## src/rtl/hvrx_chan.sv

```systemverilog
// hvrx_chan: TMDS channel receiver with bitslip word alignment and a two-stage decoder.
// Define HVRX_STATS_EN to add o_slip_cnt, a saturating count of bitslip pulses.
module hvrx_chan #(
  parameter int LOCK_TOKENS  = 16,
  parameter int SEARCH_LIMIT = 4096,
  parameter int SLIP_WAIT    = 4
) (
  input  logic        i_clk,
  input  logic        i_rst_n,
  input  logic [9:0]  i_symbol,
  output logic        o_bitslip,
  output logic        o_locked,
  output logic        o_de,
  output logic [1:0]  o_ctl,
  output logic [7:0]  o_video
`ifdef HVRX_STATS_EN
  ,output logic [15:0] o_slip_cnt
`endif
);
  localparam int RW = $clog2(LOCK_TOKENS + 1);
  localparam int TW = $clog2(SEARCH_LIMIT + 1);
  localparam int WW = $clog2(SLIP_WAIT + 1);
  localparam logic [RW-1:0] RUN_MAX  = RW'(LOCK_TOKENS);
  localparam logic [TW-1:0] TMO_MAX  = TW'(SEARCH_LIMIT - 1);
  localparam logic [WW-1:0] WAIT_MAX = WW'(SLIP_WAIT - 1);
  localparam logic [9:0] T00 = 10'b1101010100;
  localparam logic [9:0] T01 = 10'b0010101011;
  localparam logic [9:0] T10 = 10'b0101010100;
  localparam logic [9:0] T11 = 10'b1010101011;

  typedef enum logic [1:0] {SEARCH, SLIP, WAIT, LOCKED} state_t;

  state_t state, state_nxt;
  logic [9:0] sym;
  logic [RW-1:0] run, run_nxt;
  logic [TW-1:0] tmo;
  logic [WW-1:0] wcnt;
  logic tok, hit, counting;
  logic [1:0] tok_val;
  logic [7:0] q, d;

  always_comb begin
    tok = sym inside {T00, T01, T10, T11};
    tok_val = {sym == T10 || sym == T11, sym == T01 || sym == T11};
    q = sym[9] ? ~sym[7:0] : sym[7:0];
    d = {sym[8] ? q[7:1] ^ q[6:0] : q[7:1] ~^ q[6:0], q[0]};
    run_nxt = tok ? (run == RUN_MAX ? RUN_MAX : run + 1'b1) : '0;
    hit = run_nxt == RUN_MAX;
    // lock wins over a coincident timeout in both searching and locked states
    state_nxt = state;
    case (state)
      SEARCH:  state_nxt = hit ? LOCKED : (tmo == TMO_MAX ? SLIP : SEARCH);
      SLIP:    state_nxt = WAIT;
      WAIT:    state_nxt = wcnt == WAIT_MAX ? SEARCH : WAIT;
      LOCKED:  state_nxt = !hit && tmo == TMO_MAX ? SEARCH : LOCKED;
      default: state_nxt = SEARCH;
    endcase
    counting = state == SEARCH || state == LOCKED;
  end

  always_ff @(posedge i_clk or negedge i_rst_n)
    if (!i_rst_n) begin
      sym       <= '0;
      state     <= SEARCH;
      run       <= '0;
      tmo       <= '0;
      wcnt      <= '0;
      o_bitslip <= 1'b0;
      o_locked  <= 1'b0;
      o_de      <= 1'b0;
      o_ctl     <= '0;
      o_video   <= '0;
    end else begin
      sym       <= i_symbol;
      state     <= state_nxt;
      o_bitslip <= state_nxt == SLIP;
      o_locked  <= state_nxt == LOCKED;
      run       <= counting && state_nxt != SLIP ? run_nxt : '0;
      tmo       <= counting && state_nxt == state && !hit ? tmo + 1'b1 : '0;
      wcnt      <= state == WAIT && state_nxt == WAIT ? wcnt + 1'b1 : '0;
      // decoded outputs are blanked in the same edge that lock is lost or not yet gained
      if (state_nxt != LOCKED) begin
        o_de    <= 1'b0;
        o_ctl   <= '0;
        o_video <= '0;
      end else if (tok) begin
        o_de    <= 1'b0;
        o_ctl   <= tok_val;
      end else begin
        o_de    <= 1'b1;
        o_video <= d;
      end
    end

`ifdef HVRX_STATS_EN
  always_ff @(posedge i_clk or negedge i_rst_n)
    if (!i_rst_n) o_slip_cnt <= '0;
    else if (state_nxt == SLIP && o_slip_cnt != 16'hFFFF) o_slip_cnt <= o_slip_cnt + 1'b1;
`endif
endmodule

```

## config.mk

```make
export PLATFORM = sky130hd
export DESIGN_NAME = hvrx_chan
export DESIGN_NICKNAME = d
export VERILOG_FILES = /design/src/rtl/hvrx_chan.sv
export SDC_FILE = /design/constraint.sdc
export NUM_CORES = 1
export LEC_CHECK = 0
export ABC_AREA = 1
export CAP_MARGIN = 10
export CORE_UTILIZATION = 41
export CTS_BUF_LIST = sky130_fd_sc_hd__clkbuf_4 sky130_fd_sc_hd__clkbuf_8
export CTS_CLUSTER_DIAMETER = 50
export DETAILED_ROUTE_END_ITERATION = 12
export GPL_TIMING_DRIVEN = 0
export HOLD_SLACK_MARGIN = 0.08
export PLACE_DENSITY_LB_ADDON = 0.3
export SLEW_MARGIN = 20
export SYNTH_ARGS = -nofsm -noshare
export SYNTH_HDL_FRONTEND = slang
export SYNTH_SLANG_ARGS = --single-unit
export TNS_END_PERCENT = 1
```

## constraint.sdc

```tcl
create_clock -name i_clk -period 2.8 [get_ports i_clk]
set_clock_uncertainty 0.15 [all_clocks]
set_input_delay 0.42 -clock i_clk [delete_from_list [all_inputs] [get_ports i_clk]]
set_output_delay 0.42 -clock i_clk [all_outputs]
set_load 0.02 [all_outputs]
```

Yosys cells after proc, flatten, opt, wreduce, memory -nomap -nowiden. Index checks and enable logic that the tools add are counted.

Input port bits: 12. Word-level logic and storage cells: 64. Register bits after elaboration: 46. Output and inout port bits: 13.

Equality and inequality tests: 18. Add/subtract/negate cells: 3. Reduce and logical (&&, ||, !) cells: 12. Muxes and demuxes: 18. Bitwise logic cells: 3.

Operators by type and width (count): $mux 8 (3); $eq 10x10->1 const B (2); $mux 5 (3); $add 13x1->13 const B (1); $eq 13x12->1 const B (1); $mux 13 (1); $eq 10x8->1 const B (1); $eq 10x9->1 const B (1); $eq 5x5->1 const B (2); $mux 2 (5); $eq 2x2->1 const B (4); $not 8->8 (1); $pmux 2 s4 (1); $mux 7 (1); $xnor 7x7->7 (1); $xor 7x7->7 (1); $add 5x1->5 const B (1); $logic_and 1x1->1 (5); $eq 2x1->1 const B (2); $ne 2x1->1 const B (2); $reduce_bool 4->1 (1); $add 3x1->3 const B (1); $eq 3x2->1 const B (1); $logic_or 1x1->1 (3); other kinds (7) (9).

Logic depth before layout (Yosys ltp).
Word-level depth: 12. Gate-level depth with buffers: 17. Gate-level depth less buffers: 15.

Worst setup path after synthesis. No wires, ideal clock.

Kind: register to register. Start: register run[0]. End: register tmo[11]. Arrival time: 1825 ps. Path buffers: 1. Cell stages (with the launch flop): 17. Data required time: 2526 ps. Setup time: 124 ps. Clock period less this slack: 2099 ps. Slack: 701 ps. Cells stage by stage: dfrtp_1 inv_1 ha_1 nand2_1 nor3_1 nor2_1 o21ai_2 nand3_2 nand2_2 nand2_2 nand3_2 nand2_2 nand2_1 nand2_1 nand2_2 buf_8 nor2_4.

Word-level cells in the longest chain between the ends: 12. Elaborated cells on any way between the ends: 14. Classes of those cells: add/sub (1); eq/ne (3); mux (6); reduce/logical (4).

Ends and longest elaborated chain: start, declared (line 35) `logic [RW-1:0] run, run_nxt;`; start signal, assigned (line 78) `run <= counting && state_nxt != SLIP ? run_nxt : '0;`; $add 5x1->5 / $eq 5x5->1 (equally long branches) (line 47) `run_nxt = tok ? (run == RUN_MAX ? RUN_MAX : run + 1'b1) : '0;`; $mux 5 (*) (2 in series) (line 47); $eq 5x5->1 (*) (line 48) `hit = run_nxt == RUN_MAX;`; $logic_not 1->1 (line 55, 79); $logic_and 1x1->1 (line 55) `LOCKED: state_nxt = !hit && tmo == TMO_MAX ? SEARCH : LOCKED;`; $mux 2 (line 55); $pmux 2 s4 (line 51) `case (state)`; $eq 2x2->1 (line 79) `tmo <= counting && state_nxt == state && !hit ? tmo + 1'b1 : '0;`; $logic_and 1x1->1 (line 79); $logic_and 1x1->1 (*) (line 79); $mux 13 (*) (line 79); end signal, assigned (line 79); end, declared (line 36) `logic [TW-1:0] tmo;`.

Mark *: on every way between the ends. The rest lies on a longest branch, timed or not. A chain may end at the register's enable or synchronous reset.

Worst setup path in the final report.
Start: register run[0]. End: register tmo[3].

Word-level cells in the longest chain between the ends: 12. Elaborated cells on any way between the ends: 14. Classes of those cells: add/sub (1); eq/ne (3); mux (6); reduce/logical (4).

Ends and longest elaborated chain: $add 5x1->5 / $eq 5x5->1 (equally long branches) (line 47); $mux 5 (*) (2 in series) (line 47); $eq 5x5->1 (*) (line 48); $logic_not 1->1 (line 55); $logic_and 1x1->1 (line 55); $mux 2 (line 55); $pmux 2 s4 (*) (line 51); net state_nxt[0] (line 33) `state_t state, state_nxt;`; $eq 2x2->1 (*) (line 79); $logic_and 1x1->1 (*) (2 in series) (line 79); $mux 13 (*) (line 79).

The timed path passes the listed nets; every way through them passes the cells marked *.

==> out/metrics.csv <==
stage,metric,value,unit
setup_path,CP dominant cell by count,nand2_1,
die,Initial Utilization,42.48,%
setup_path,Buf/Inv on CP,2,
synthesis,Seq cells post-synth,46,
setup_path,Worst EP arrival,2.41,ns
pwr,clock power share,36.3,%
final_layout,nets@finish,291,
synthesis,Adder-Cell Fraction of Synth Area,4.844,%
timing,RSZ-0062 raised after global routing,no,
timing,setup violators final,0,
global_routing,initial antenna violation count,0,
setup_path,CP max-delay cell,dfrtp_1,
timing,max_slew headroom,62.90,%
timing,f_max,420.4,MHz
setup_path,critical path type,reg -> reg,
setup_path,Required @ worst endpoint,2.83,ns
synthesis,"Avg Cell Area, Syn",9.809,sq um
synthesis,number of flops mapped to enable cells by yosys,0,
pwr,Reg power frac,58.3,%
global_routing,GRT Util Overall,14.57,%
final_layout,"commonest cells after routing, fill and taps aside","46 x dfrtp_1, 39 x nand2_1, 27 x inv_1",
synthesis,Post-Syn Area,0.002325,sq mm
drt,Vias,1545,
placed_design,DP HPWL,2852,um
setup_path,crit path max fanout,10,
final_layout,ANT cells,0,
die,I/O pin count,25,
global_routing,vias in the first global route,1571,
run_status,status,completed,
pwr,Pleak,0.001297,uW
synthesis,post-synthesis xor/xnor area fraction,8.665,%
final_layout,Area Growth Syn to Fin,19.70,%
synthesis,Synth cell types,28,
pwr,Switching Fraction,21.72,%
die,Die H,77.30,um
drt,post-DR vias/cell,4.504,
setup_path,crit-path cells,inv_1 -> ha_1 -> nand2_1 -> nor3_1 -> nor2_1 -> o21ai_2 -> nand3_2 -> nand2_2 -> nand3_2 -> nand2_4 -> nand2_1 -> nand2_1 -> nor2_2 -> nand2_2 -> buf_8 -> nor2_4,
final_layout,fin util,50.85,%
final_layout,post-route cell area,0.002783,sq mm
clocking,htree depth,2,
die,DIE AREA,0.005975,sq mm
clocking,clock tree buffer depth,2,
synthesis,synthesized net count,258,
pwr,pwr/cell area,418.3,mW/mm^2
die,site row count,27,
global_routing,gr ovfl total,0,
hold_path,Worst Hold Class,reg -> reg,
setup_path,top cell family by delay on the critical path,simple AND/OR/NAND/NOR gates,
drt,final wirelength,3762,um
pwr,Worst VDD drop,0.2914,mV
pwr,Int Pwr,911.1,uW
synthesis,simple-gate portion of the synthesized area,27.29,%
timing,Period minus WS final,2.379,ns
placed_design,GPL Wtd Cong,0.8029,
clocking,Post-CTS Setup Inserts,0,
setup_path,R2R Setup Slk,0.42,ns
drt,First-pass DRT Iterations,4,
pwr,combinational power share,5.4,%
clocking,clk sinks,46,
synthesis,synthesized instance count,237,
final_layout,Sequential Area,0.001151,sq mm
clocking,worst-skew pair later-pin latency,0.30,ns
clocking,Root Buffer,clkbuf_8,
timing,Worst-Margin Slew,0.5565,ns
drt,per-cell routed wire length,10.97,um
drt,Antenna Violating Nets Remaining,0,
clocking,clock slew at reported path FFs,0.09,ns
synthesis,post-synthesis mux area share,0,%
global_routing,largest net degree at the start of global routing,25,
final_layout,area of the multi-input gates,0.001023,sq mm
final_layout,share of cells above drive strength 1,17.71,%
synthesis,Post-synth ARST share,100.0,%
clocking,Num CTS Buffers,5,
job,MaxCap Viol Count,0,
timing,period utilization,84.96,%
synthesis,register area share after synthesis,49.52,%
die,core area,0.005473,sq mm
pwr,NetSw,252.8,uW
synthesis,main combinational cell family by area after synthesis,simple AND/OR/NAND/NOR gates,
final_layout,post-route insts no fill,343,
drt,DRT iter0 DRCs,48,
placed_design,Placed Instance Area,0.002678,sq mm
timing,"Slew Viols, Final",0,
timing,Final Hold Vio Count,0,
synthesis,Synth Warn #,0,
final_layout,"most common cell after layout, fill and taps aside",dfrtp_1,
setup_path,"slowest stage delay, CP",0.43,ns
placed_design,I/O Buffers,24,
setup_path,Crit. End Element,register,
synthesis,post-synthesis compound-gate area fraction,3.229,%
drt,DRC Markers,0,
clocking,CTS tree,done,
synthesis,Synth Flop Type,dfrtp_1,
global_routing,first-pass GRT wire length,6858,um
die,Die X-Extent,77.30,um
setup_path,startpoint types,register,
placed_design,Inst Count DP,334,
final_layout,Layout fillers,537,
[routing by layer]
layer	part of all wire, %	GRT usage [%]
met2	47	24.16
met1	49	18.87
met3	3.1	3.571
met4	1.2	3.962
met5	0	0
[synthesized netlist by cell type (2+ instances only)]
| cell type | instances | share of area, % |
|---|---|---|
| a21oi_1 | 2 | 0.43 |
| dfrtp_1 | 46 | 50 |
| ha_1 | 9 | 4.8 |
| inv_1 | 27 | 4.4 |
| inv_2 | 5 | 0.81 |
| nand2_1 | 39 | 6.3 |
| nand2_2 | 7 | 1.9 |
| nand2_4 | 2 | 0.97 |
| nand3_1 | 17 | 3.7 |
| nand3_2 | 3 | 1.3 |
| nand4_1 | 3 | 0.81 |
| nor2_1 | 18 | 2.9 |
| nor2_2 | 4 | 1.1 |
| nor2_4 | 10 | 4.8 |
| nor3_1 | 4 | 0.86 |
| nor4_1 | 4 | 1.1 |
| o21ai_2 | 2 | 0.75 |
| o31ai_1 | 4 | 1.3 |
| xnor2_1 | 8 | 3.0 |
| xor2_1 | 15 | 5.7 |
[final cells by class]
class	count	share of cell area, %
clock inverter	1	0.1799
timing repair buffer	26	9.802
clock buffer	7	3.237
sequential	46	41.37
multi-input combinational	156	36.78
buffer	3	1.079
tap	72	3.237
inverter	32	4.317
[stage by stage]
step | worst slack [ns] | hold slack (ns) | power, uW | TNS (ns)
after global placement | -0.07806 | 0.2857 | 751.1 | -3.515
final | 0.4213 | 0.3051 | 1164 | 0
after detailed placement | 0.4426 | 0.2901 | 755.4 | 0
after floorplan | 0.7007 | -0.02559 | 717.6 | 0
after global routing | 0.1739 | 0.3355 | 1211 | 0
after CTS | 0.4162 | 0.3051 | 1182 | 0
[kinds of logic after synthesis]
kind of cell	count (synthesis)
and+or+nand+nor	114
DFF	46
buffers and inverters	35
xor gates and xnor gates	23
AOI/OAI and AO/OA	10
adders and majority gates	9
[final timing paths]
| check | start | end | depth (start not counted) |
|---|---|---|---|
| worst max register to register | run[0] | tmo[3] | 16 |
| max in group asynchronous | i_rst_n | tmo[12] | 3 |
| min in group asynchronous | i_rst_n | run[1] | 2 |
| worst min-delay path | wcnt[0] | wcnt[0] | 1 |
| worst max-delay path | run[0] | tmo[3] | 16 |
| worst min register to register | wcnt[0] | wcnt[0] | 1 |
[power groups by stage]
stage                     Combinational (uW)  Clock, uW  Sequential (uW)
after floorplan                         27.1          0              690
after global placement                  59.5          0              692
after detailed placement                63.8          0              692
after CTS                               65.4        438              678
after global routing                    71.9        459              679
final                                   63.3        422              678
[registers in the layout, indices dropped and copies added (netlist names), 2 cells and up]
signal and flops:
o_ctl 2, o_video 8, run 5, state 2
sym 10, tmo 13, wcnt 3
[repair_timing]
item / in CTS / in global routing
setup endpoints to repair: 0 / 0
hold buffers: 1 / 0
gates resized for setup: 0 / 0
hold endpoints to repair: 23 / 0
Note: power is estimated with default switching activity, not from simulation.
